$ cat src/rtl/gray_pkg.sv
// gray_pkg: shared width, FSM states and binary increment for Gray encode/decode pairs
package gray_pkg;
  localparam int GRAY_W = 3;
  typedef enum logic {ST_SYNC, ST_TRACK} state_t;
  function automatic logic [31:0] gray_next_bin(input logic [31:0] bin, input int w);
    logic [31:0] mask;
    mask = (w >= 32) ? '1 : (32'd1 << w) - 32'd1;
    return (bin + 32'd1) & mask;
  endfunction
endpackage

$ cat src/rtl/gray2bin.sv
// gray2bin: combinational Gray-to-binary converter, each bit is the XOR of all Gray bits at or above it
module gray2bin #(
  parameter int W = 3
) (
  input  logic [W-1:0] g,
  output logic [W-1:0] b
);
  for (genvar i = 0; i < W; i++) begin : g_bit
    assign b[i] = ^g[W-1:i];
  end
endmodule

$ cat src/rtl/gray_decoder.sv
// gray_decoder: decodes a Gray count stream, checks single-step advance, flags errors and counts wraps
module gray_decoder
  import gray_pkg::*;
#(
  parameter int W     = GRAY_W,
  parameter int CNT_W = 4
) (
  input  logic             Clk,
  input  logic             Reset,
  input  logic             In_valid,
  input  logic [W-1:0]     Gray_in,
  output logic [W-1:0]     Bin_out,
  output logic             Bin_valid,
  output logic             Step_err,
  output logic             Wrap,
  output logic [CNT_W-1:0] Wrap_count
);
  state_t state, state_n;
  logic [W-1:0] bin, prev_bin, exp_bin;
  logic bad, wrapped;
  gray2bin #(.W(W)) u_g2b (.g(Gray_in), .b(bin));
  assign exp_bin = W'(gray_next_bin(32'(prev_bin), W));
  assign Bin_out = prev_bin;
  always_ff @(posedge Clk) begin
    if (Reset) state <= ST_SYNC;
    else state <= state_n;
  end
  // The first sample after reset only sets the reference; every later one is step-checked
  always_comb begin
    state_n = state;
    bad     = 1'b0;
    wrapped = 1'b0;
    if (In_valid) begin
      state_n = ST_TRACK;
      bad     = state == ST_TRACK && bin != prev_bin && bin != exp_bin;
      wrapped = state == ST_TRACK && bin == exp_bin && prev_bin == '1;
    end
  end
  always_ff @(posedge Clk) begin
    if (Reset) begin
      prev_bin   <= '0;
      Bin_valid  <= 1'b0;
      Step_err   <= 1'b0;
      Wrap       <= 1'b0;
      Wrap_count <= '0;
    end else begin
      Bin_valid <= In_valid;
      if (In_valid) prev_bin <= bin;
      if (bad) Step_err <= 1'b1;
      if (wrapped) begin
        Wrap <= 1'b1;
        if (Wrap_count != '1) Wrap_count <= Wrap_count + 1'b1;
      end
    end
  end
endmodule

$ cat config.mk
export PLATFORM = sky130hd
export DESIGN_NAME = gray_decoder
export DESIGN_NICKNAME = d
export VERILOG_FILES = /design/src/rtl/gray_pkg.sv /design/src/rtl/gray2bin.sv /design/src/rtl/gray_decoder.sv
export SDC_FILE = /design/constraint.sdc
export NUM_CORES = 1
export LEC_CHECK = 0
export ABC_AREA = 0
export BUFFER_PORTS_ARGS = -buffer_cell sky130_fd_sc_hd__buf_2
export CELL_PAD_IN_SITES_DETAIL_PLACEMENT = 1
export CELL_PAD_IN_SITES_GLOBAL_PLACEMENT = 2
export CORE_MARGIN = 2
export CORE_UTILIZATION = 33
export CTS_CLUSTER_SIZE = 24
export DETAILED_ROUTE_END_ITERATION = 8
export HOLD_SLACK_MARGIN = 0.1
export PLACE_DENSITY_LB_ADDON = 0.1
export SYNTH_ARGS = -nofsm -noshare
export SYNTH_HDL_FRONTEND = slang
export SYNTH_SLANG_ARGS = --single-unit
$ cat constraint.sdc
create_clock -name Clk -period 3 [get_ports Clk]
set_input_delay 0.3 -clock Clk [delete_from_list [all_inputs] [get_ports Clk]]
set_output_delay 0.3 -clock Clk [all_outputs]
set_load 0.01 [all_outputs]
# Yosys cells after proc, flatten, opt, wreduce, memory -nomap -nowiden
# Cells that the tools add are included.
# Widths: inputs -> output; s select.
# totals
register_bits	11
out_inout_bits	10
wordCells	22
# classes
muxes	2
n_eq_ne	5
reduce_logical	7
n_addsub	2
# op_table
cell	count
$ne 3x3->1	2
$add 4x1->4 const B	1
$logic_and 1x1->1	4
$ne 4x4->1 const B	1
$add 3x1->3 const B	1
$eq 3x3->1	1
$eq 3x3->1 const B	1
$reduce_xor 3->1	1
$mux 1	2
$reduce_and 2->1	1
$reduce_xor 2->1	1

# Logic depth before layout (Yosys ltp)
# Gate-level depths: netlist (run 1).
# logic_depth
ltp_word	6
mapped_depth	6
mapped_depth_nobuf	6

# Modules after synthesis
# Synthesis (run 1) repeated with hierarchy kept, for this count alone.
# unflattened
hier_cells	56
hier_area_um2	569.3
# modules_own_cells
module	cells_each	instances	area_each_um2	seq_area_each_um2
gray_decoder	53	1	529.3	220.2
gray2bin	3	1	40.0	0.0

# Worst setup path before layout (run 1)
# Ideal clock, no wire load.
# synth_timing
path_type	register -> register
startpoint	reg prev_bin[0], in the netlist Bin_out[0]
endpoint	reg Wrap_count[0]
path_stages_with_launch	7
setup_slack_ns	1.020
arrival_ns	1.858
path_buffers	0
path_cell_list	dfxtp_1 ha_1 ha_1 and4bb_2 o211ai_4 a21oi_2 mux2_4
# synth_between
elab_chain_len	6
word_cells_on_any_way	7
cone_classes	1 x add/sub; 2 x eq/ne; 1 x mux; 3 x reduce/logical
# synth_lines
item	line_no	text
start, declared	gray_decoder.sv:19	logic [W-1:0] bin, prev_bin, exp_bin;
start signal, assigned	gray_decoder.sv:48	if (In_valid) prev_bin <= bin;
$add 3x1->3	gray_pkg.sv:8	return (bin + 32'd1) & mask;
$eq 3x3->1	gray_decoder.sv:36	wrapped = state == ST_TRACK && bin == exp_bin && prev_bin == '1;
$logic_and 1x1->1	gray_decoder.sv:36	
$logic_and 1x1->1 *	gray_decoder.sv:36	
$mux 1 *	gray_decoder.sv:33	if (In_valid) begin
$reduce_and 2->1 (no line) *	--	
end signal, assigned	gray_decoder.sv:52	if (Wrap_count != '1) Wrap_count <= Wrap_count + 1'b1;
end, declared	gray_decoder.sv:16	output logic [CNT_W-1:0] Wrap_count
# Mark *: on every way between the ends. The rest lies on a longest branch, timed or not.
# A chain may end at the register's enable or synchronous reset.

# Final worst setup path (run 1)
# Same ends and word-level chain as after synthesis.

==> impl_results.md, run 1 <==
- Status: complete, no violations
- CP Capture Type: register
- Final setup margin: 949 ps
- Drt first pass iters: 2
- Critical path class: reg -> reg
- FP Rows: 16
- Routed Antenna Nets: 0
- Total track usage: 14.3%
- Bufs and invs on worst path: 0
- Largest net degree at the start of global routing: 15
- Reg-to-reg slack, setup: 950 ps
- Post-synthesis sequential area ratio: 32.2%
- F_max: 488 MHz
- Worst Skew: 0.588 ps
- Initial antenna violation count: 0
- Post-Syn Area per Cell: 9.78 um2
- Clock root cell: clkbuf_4
- Max Slew Vio Count: 0
- Type of the tightest min-delay check: in -> reg
- Top cell type by total area after synthesis: dfxtp_1
- Total number of vias: 556
- Setup TNS: 0 ps
- Crit path cell chain: ha_1, ha_1, and4bb_2, o211ai_4, a21oi_2, mux2_4
- DRT iter0 DRCs: 4
- H-tree depth: 1
- Async set-reset flop share out of synthesis: 0%
- Height of the die: 49.5 um
- Worst Tran Pin Value: 311 ps
- Starting Density: 34.9%
- Clk slew on worst S/H paths: 80 ps
- Crit Reg-Reg Endpoint: Wrap_count[0]
- Final WL: 1550 um
- Worst reg2reg path startpoint: Bin_out[0]
- Net Count, Synth: 79
- Data required time at the worst endpoint: 3180 ps
- Depth of the most critical reg-to-reg path: 6
- CP dominant cell by count: ha_1
- CTS tree: yes
- Hold_ws: 336 ps
- CP Launch Type: register
- RSZ-0062 raised after global routing: no
- Antenna diodes: 0
- Mapped cell area: 684 um2
- Worst skew pair latency: 280 ps
- I/O Pins: 16
- Final setup viols: 0
- Area fraction of the dominant cell type after synthesis: 32.2%
- Hold_sp: In_valid
- Cell Pwr Density: 410 nW/um2
- Primary FF master, synth: dfxtp_1
- Synth Instances: 70
- Clk buf depth: 2
- Commonest non-fill, non-tap cell in the layout: buf_2
- PortBufs: 15
- Hold endpoint: Bin_out[1]
- Unique masters post-synth: 35
- Clk sink count: 11
- Worst VDD drop: 0.000177 V
- Synth Register Bits: 11
- First-pass GRT wire length: 2680 um
- Worst slew margin: 79.1%
- Synth top area cells: dfxtp_1 32%, ha_1 5.5%, mux2i_1 4.4%
- Cts hold-fix bufs: 0
- Most frequent cells in the layout: 15 x buf_2, 11 x dfxtp_1, 7 x nor2_1, 4 x a21oi_1
- DRC errors left: 0
- Hold depth: 2
- Fin crit share: 68.4%
- Post-cts sizing count: 0
- Fin. Hold Viols: 0
- GPL Wtd Cong: 0.675
- Worst slack, placed: 960 ps
- Core ar.: 1960 um2
- Die X: 49.5 um
- # Max-Cap Violations: 0
- Nets: 95
- DPL Wire Length: 1090 um
- Share of cells above drive strength 1: 32.9%
- P_leak: 0.335 nW
- CTS buffer count: 3
- Area Overhead vs Synth: 15.2%
- WL per Instance: 13.8 um
- Gr ovfl total: 0
- CP Data Arrival Time: 2230 ps
- Number of global-route vias before repair: 579
- Crit path time final: 2050 ps
- Post-DR vias/cell: 4.96
- Max FO, Critical Path: 5
- Max incr delay on CP: 370 ps
- CP max stage cell: dfxtp_1
- Die area: 2450 um2
- Number of synthesized flops with an enable pin: 0
- Yosys warnings: 0
- Cell family with most CP delay: adder cells
- Post-CTS Setup Bufs: 0
[layer usage]
metal,GRT usage (%),part of all wire (%),vias to the layer above
met5,0,0,-
met4,4.17,1.2,0
met3,5.45,4.7,3
met2,23.8,48,11
met1,17.1,46,259
li1,-,-,283
[worst max-delay path by stage]
stage | to | slack, ps | start | depth (start not counted)
2_1_floorplan | Wrap_count[0] | 1020 | Bin_out[0] | 6
6_report | Wrap_count[0] | 950 | Bin_out[0] | 6
5_1_grt | Wrap_count[0] | 860 | Bin_out[0] | 6
3_5_place_dp | Wrap_count[0] | 960 | Bin_out[0] | 6
4_1_cts | Wrap_count[0] | 950 | Bin_out[0] | 6
3_3_place_gp | Wrap_count[0] | 990 | Bin_out[0] | 6
[registers in the layout, summed over array words and instances, names as in the netlist]
register    cells
Wrap_count      4
state           1
Bin_out         3
Bin_valid       1
Wrap            1
Step_err        1
[report_power, final]
| group | internal [mW] | switching [mW] |
|---|---|---|
| clock network | 0.0518 | 0.0589 |
| registers | 0.152 | 0.00631 |
| logic | 0.0233 | 0.0308 |
| total | 0.227 | 0.0960 |
[cell usage after synthesis (2+ instances only)]
cell type,number
nand2b_1,2
nor2b_1,3
and3_1,2
a211oi_1,2
inv_1,3
dfxtp_1,11
xnor2_1,3
ha_1,3
o21ai_0,2
nor2_1,7
buf_6,2
mux2i_1,3
nor4_1,2
a21oi_1,4
[cell families (layout without fill, tap and decap cells)]
| group | Yosys count | after routing | share of synthesized area [%] |
|---|---|---|---|
| mux | 5 | 5 | 8.23 |
| fa+ha+maj | 3 | 3 | 5.49 |
| flops | 11 | 11 | 32.2 |
| simple gates | 26 | 26 | 25.8 |
| buf+inv | 7 | 22 | 6.21 |
| xor+xnor | 4 | 4 | 5.12 |
| compound gates | 14 | 14 | 17.0 |
[through the flow]
| step | util (%) | cell area (um2) | power [mW] | cells |
|---|---|---|---|---|
| 2_1_floorplan | - | 684 | 0.203 | 70 |
| 3_3_place_gp | 38.8 | 762 | 0.216 | 108 |
| 3_5_place_dp | 38.8 | 762 | 0.216 | 108 |
| 4_1_cts | 40.2 | 788 | 0.330 | 112 |
| 5_1_grt | 40.2 | 788 | 0.342 | 112 |
| 6_report | 40.2 | 788 | 0.323 | 112 |
[final cells by class]
| class | count | area, um2 |
|---|---|---|
| fill | 256 | 1170 |
| multi-input combinational | 52 | 422 |
| sequential | 11 | 220 |
| timing repair buffer | 15 | 75.1 |
| tap | 27 | 33.8 |
| clock buffer | 4 | 26.3 |
| inverter | 3 | 11.3 |
No activity file was read; power rests on OpenSTA's default activity.
==> inputs of run 2 (changes only) <==
CORE_UTILIZATION = 28   (was 33)
clock period = 1.67 ns   (was 3 ns; I/O delays follow)
==> run 2 against run 1 <==
Effect of this change: highest routed layer unchanged; largest power group unchanged; the flow now finishes with violations (negative setup slack); first-iteration DRC count rose by 100%; core utilization fell by 1.2 points; critical endpoint unchanged; cell area increased by 11%; critical path depth unchanged; register-to-register slack got worse by 1100 ps; largest cell class unchanged; sequential cell count stayed put; total power rose by 83%; global-route usage fell by 1.8 points.
==> impl_results.md, run 2 (synthesis results as in run 1) <==
- Status: finished with violations
- Violated checks: negative setup slack
- Height of the die: 53.4 um
- Largest Register: Wrap_count
- First-pass GRT wire length: 2500 um
- Share of cells above drive strength 1: 44.0%
- Most frequent cells in the layout: 15 x buf_2, 9 x dfxtp_1, 7 x nor2_1, 6 x buf_4
- Met1 Usage GRT: 19.0%
- Routed Antenna Nets: 0
- Final Cell Area: 878 um2
- Max FO, Critical Path: 5
- Initial antenna violation count: 0
- CTS tree: yes
- Worst Tran Pin Value: 362 ps
- Total track usage: 12.5%
- DRC errors left: 0
- CP Data Arrival Time: 1960 ps
- Core ar.: 2250 um2
- CP max stage cell: dfxtp_4
- Placed Instance Area: 838 um2
- Nets: 101
- CP dominant cell by count: ha_4
- Final std cells w/o fill: 119
- Final WL: 1560 um
- Worst slack, placed: -147 ps
- Area of the multi-input gates: 460 um2
- Cell Pwr Density: 673 nW/um2
- Commonest non-fill, non-tap cell in the layout: buf_2
- DRT iter0 DRCs: 8
- GPL Wtd Cong: 0.651
- CTS buffer count: 3
- Drt first pass iters: 2
- Worst VDD drop: 0.000451 V
- CP Capture Type: register
- GRT busiest layer: met1
- Clk slew on worst S/H paths: 80 ps
- Cts hold-fix bufs: 0
- Setup TNS: -442 ps
- Sequential Area: 225 um2
- Critical path class: reg -> reg
- Area Overhead vs Synth: 28.3%
- CP Launch Type: register
- I/O Pins: 16
- Hold_ws: 243 ps
- Clk sink count: 11
- Crit path time final: 1810 ps
- Max FFs per register: 4
- H-tree depth: 1
- Crit path cell chain: ha_4, ha_4, and4bb_2, o211ai_4, a21oi_2, mux2_4
- Largest net degree at the start of global routing: 15
- DPL Wire Length: 1240 um
- Die X: 53.4 um
- Max incr delay on CP: 350 ps
- Number of global-route vias before repair: 519
- Clock root cell: clkbuf_4
- Fillers: 291
- Starting Density: 30.4%
- Grt met2 use: 16.5%
- Worst skew pair latency: 270 ps
- Fin crit share: 108%
- GRT met3 Usage: 2.54%
- Worst Skew: 5.84 ps
- Post-DR vias/cell: 4.87
- # Max-Cap Violations: 0
- FP Rows: 17
- P_leak: 0.358 nW
- Inst Count DP: 115
- Final setup viols: 4
- RSZ-0062 raised after global routing: yes
- Max Slew Vio Count: 0
- Fin. Hold Viols: 0
- WL per Instance: 13.1 um
- Data required time at the worst endpoint: 1820 ps
- Antenna diodes: 0
- Total number of vias: 579
- Die area: 2860 um2
- PortBufs: 15
- Clk buf depth: 2
- Type of the tightest min-delay check: in -> reg
- Final setup margin: -136 ps
- Gr ovfl total: 0
- Post-CTS Setup Bufs: 0
- Worst slew margin: 75.7%
- F_max: 554 MHz
run 2: layer usage:
| metal | vias up | wire length (um) |
|---|---|---|
| met5 | - | 0 |
| met4 | 0 | 14 |
| met3 | 2 | 61 |
| met2 | 9 | 665 |
| met1 | 273 | 819 |
| li1 | 295 | - |
run 2: what timing repair did:
| action | 4_1_cts | 5_1_grt |
|---|---|---|
| gates resized for setup | 3 | 0 |
| setup endpoints to repair | 4 | 5 |
| gates cloned | 0 | 0 |
| pin swaps | 1 | 1 |
run 2: critical path, delay by kind of cell, from the launching register on:
| kind | cells | cell delay (ps) |
|---|---|---|
| simple gates | 1 | 340 |
| flops | 1 | 350 |
| fa+ha+maj | 2 | 380 |
| mux | 1 | 310 |
| compound gates | 2 | 310 |
run 2: stage by stage:
step	power, mW	utilization (%)
finish	0.591	39.0
global route	0.636	39.0
CTS	0.602	39.0
detailed placement	0.413	37.2
global placement	0.410	37.2
floorplan	0.373	-
run 2: layout make-up:
class / count / share of cell area, %
Multi-Input combinational cell: 52 / 52.4
Clock buffer: 4 / 2.99
Tap cell: 28 / 3.99
Sequential cell: 11 / 25.6
Inverter: 3 / 1.28
Timing Repair Buffer: 21 / 13.7
run 2: path summary, 6_finish.rpt:
| path | start | end | slack (ps) | cells after the start |
|---|---|---|---|---|
| setup / recovery | Bin_out[0] | Wrap_count[0] | -140 | 6 |
| hold / removal | In_valid | Bin_out[1] | 240 | 3 |
| setup reg to reg | Bin_out[0] | Wrap_count[0] | -140 | 6 |
| hold reg to reg | Wrap | Wrap | 470 | 2 |
run 2: where the power goes:
group          leakage (nW)  internal [mW]  total, mW  switching [mW]
Clock                0.0150         0.0923      0.183          0.0911
Combinational         0.252         0.0592      0.125          0.0661
Sequential           0.0909          0.274      0.282         0.00858
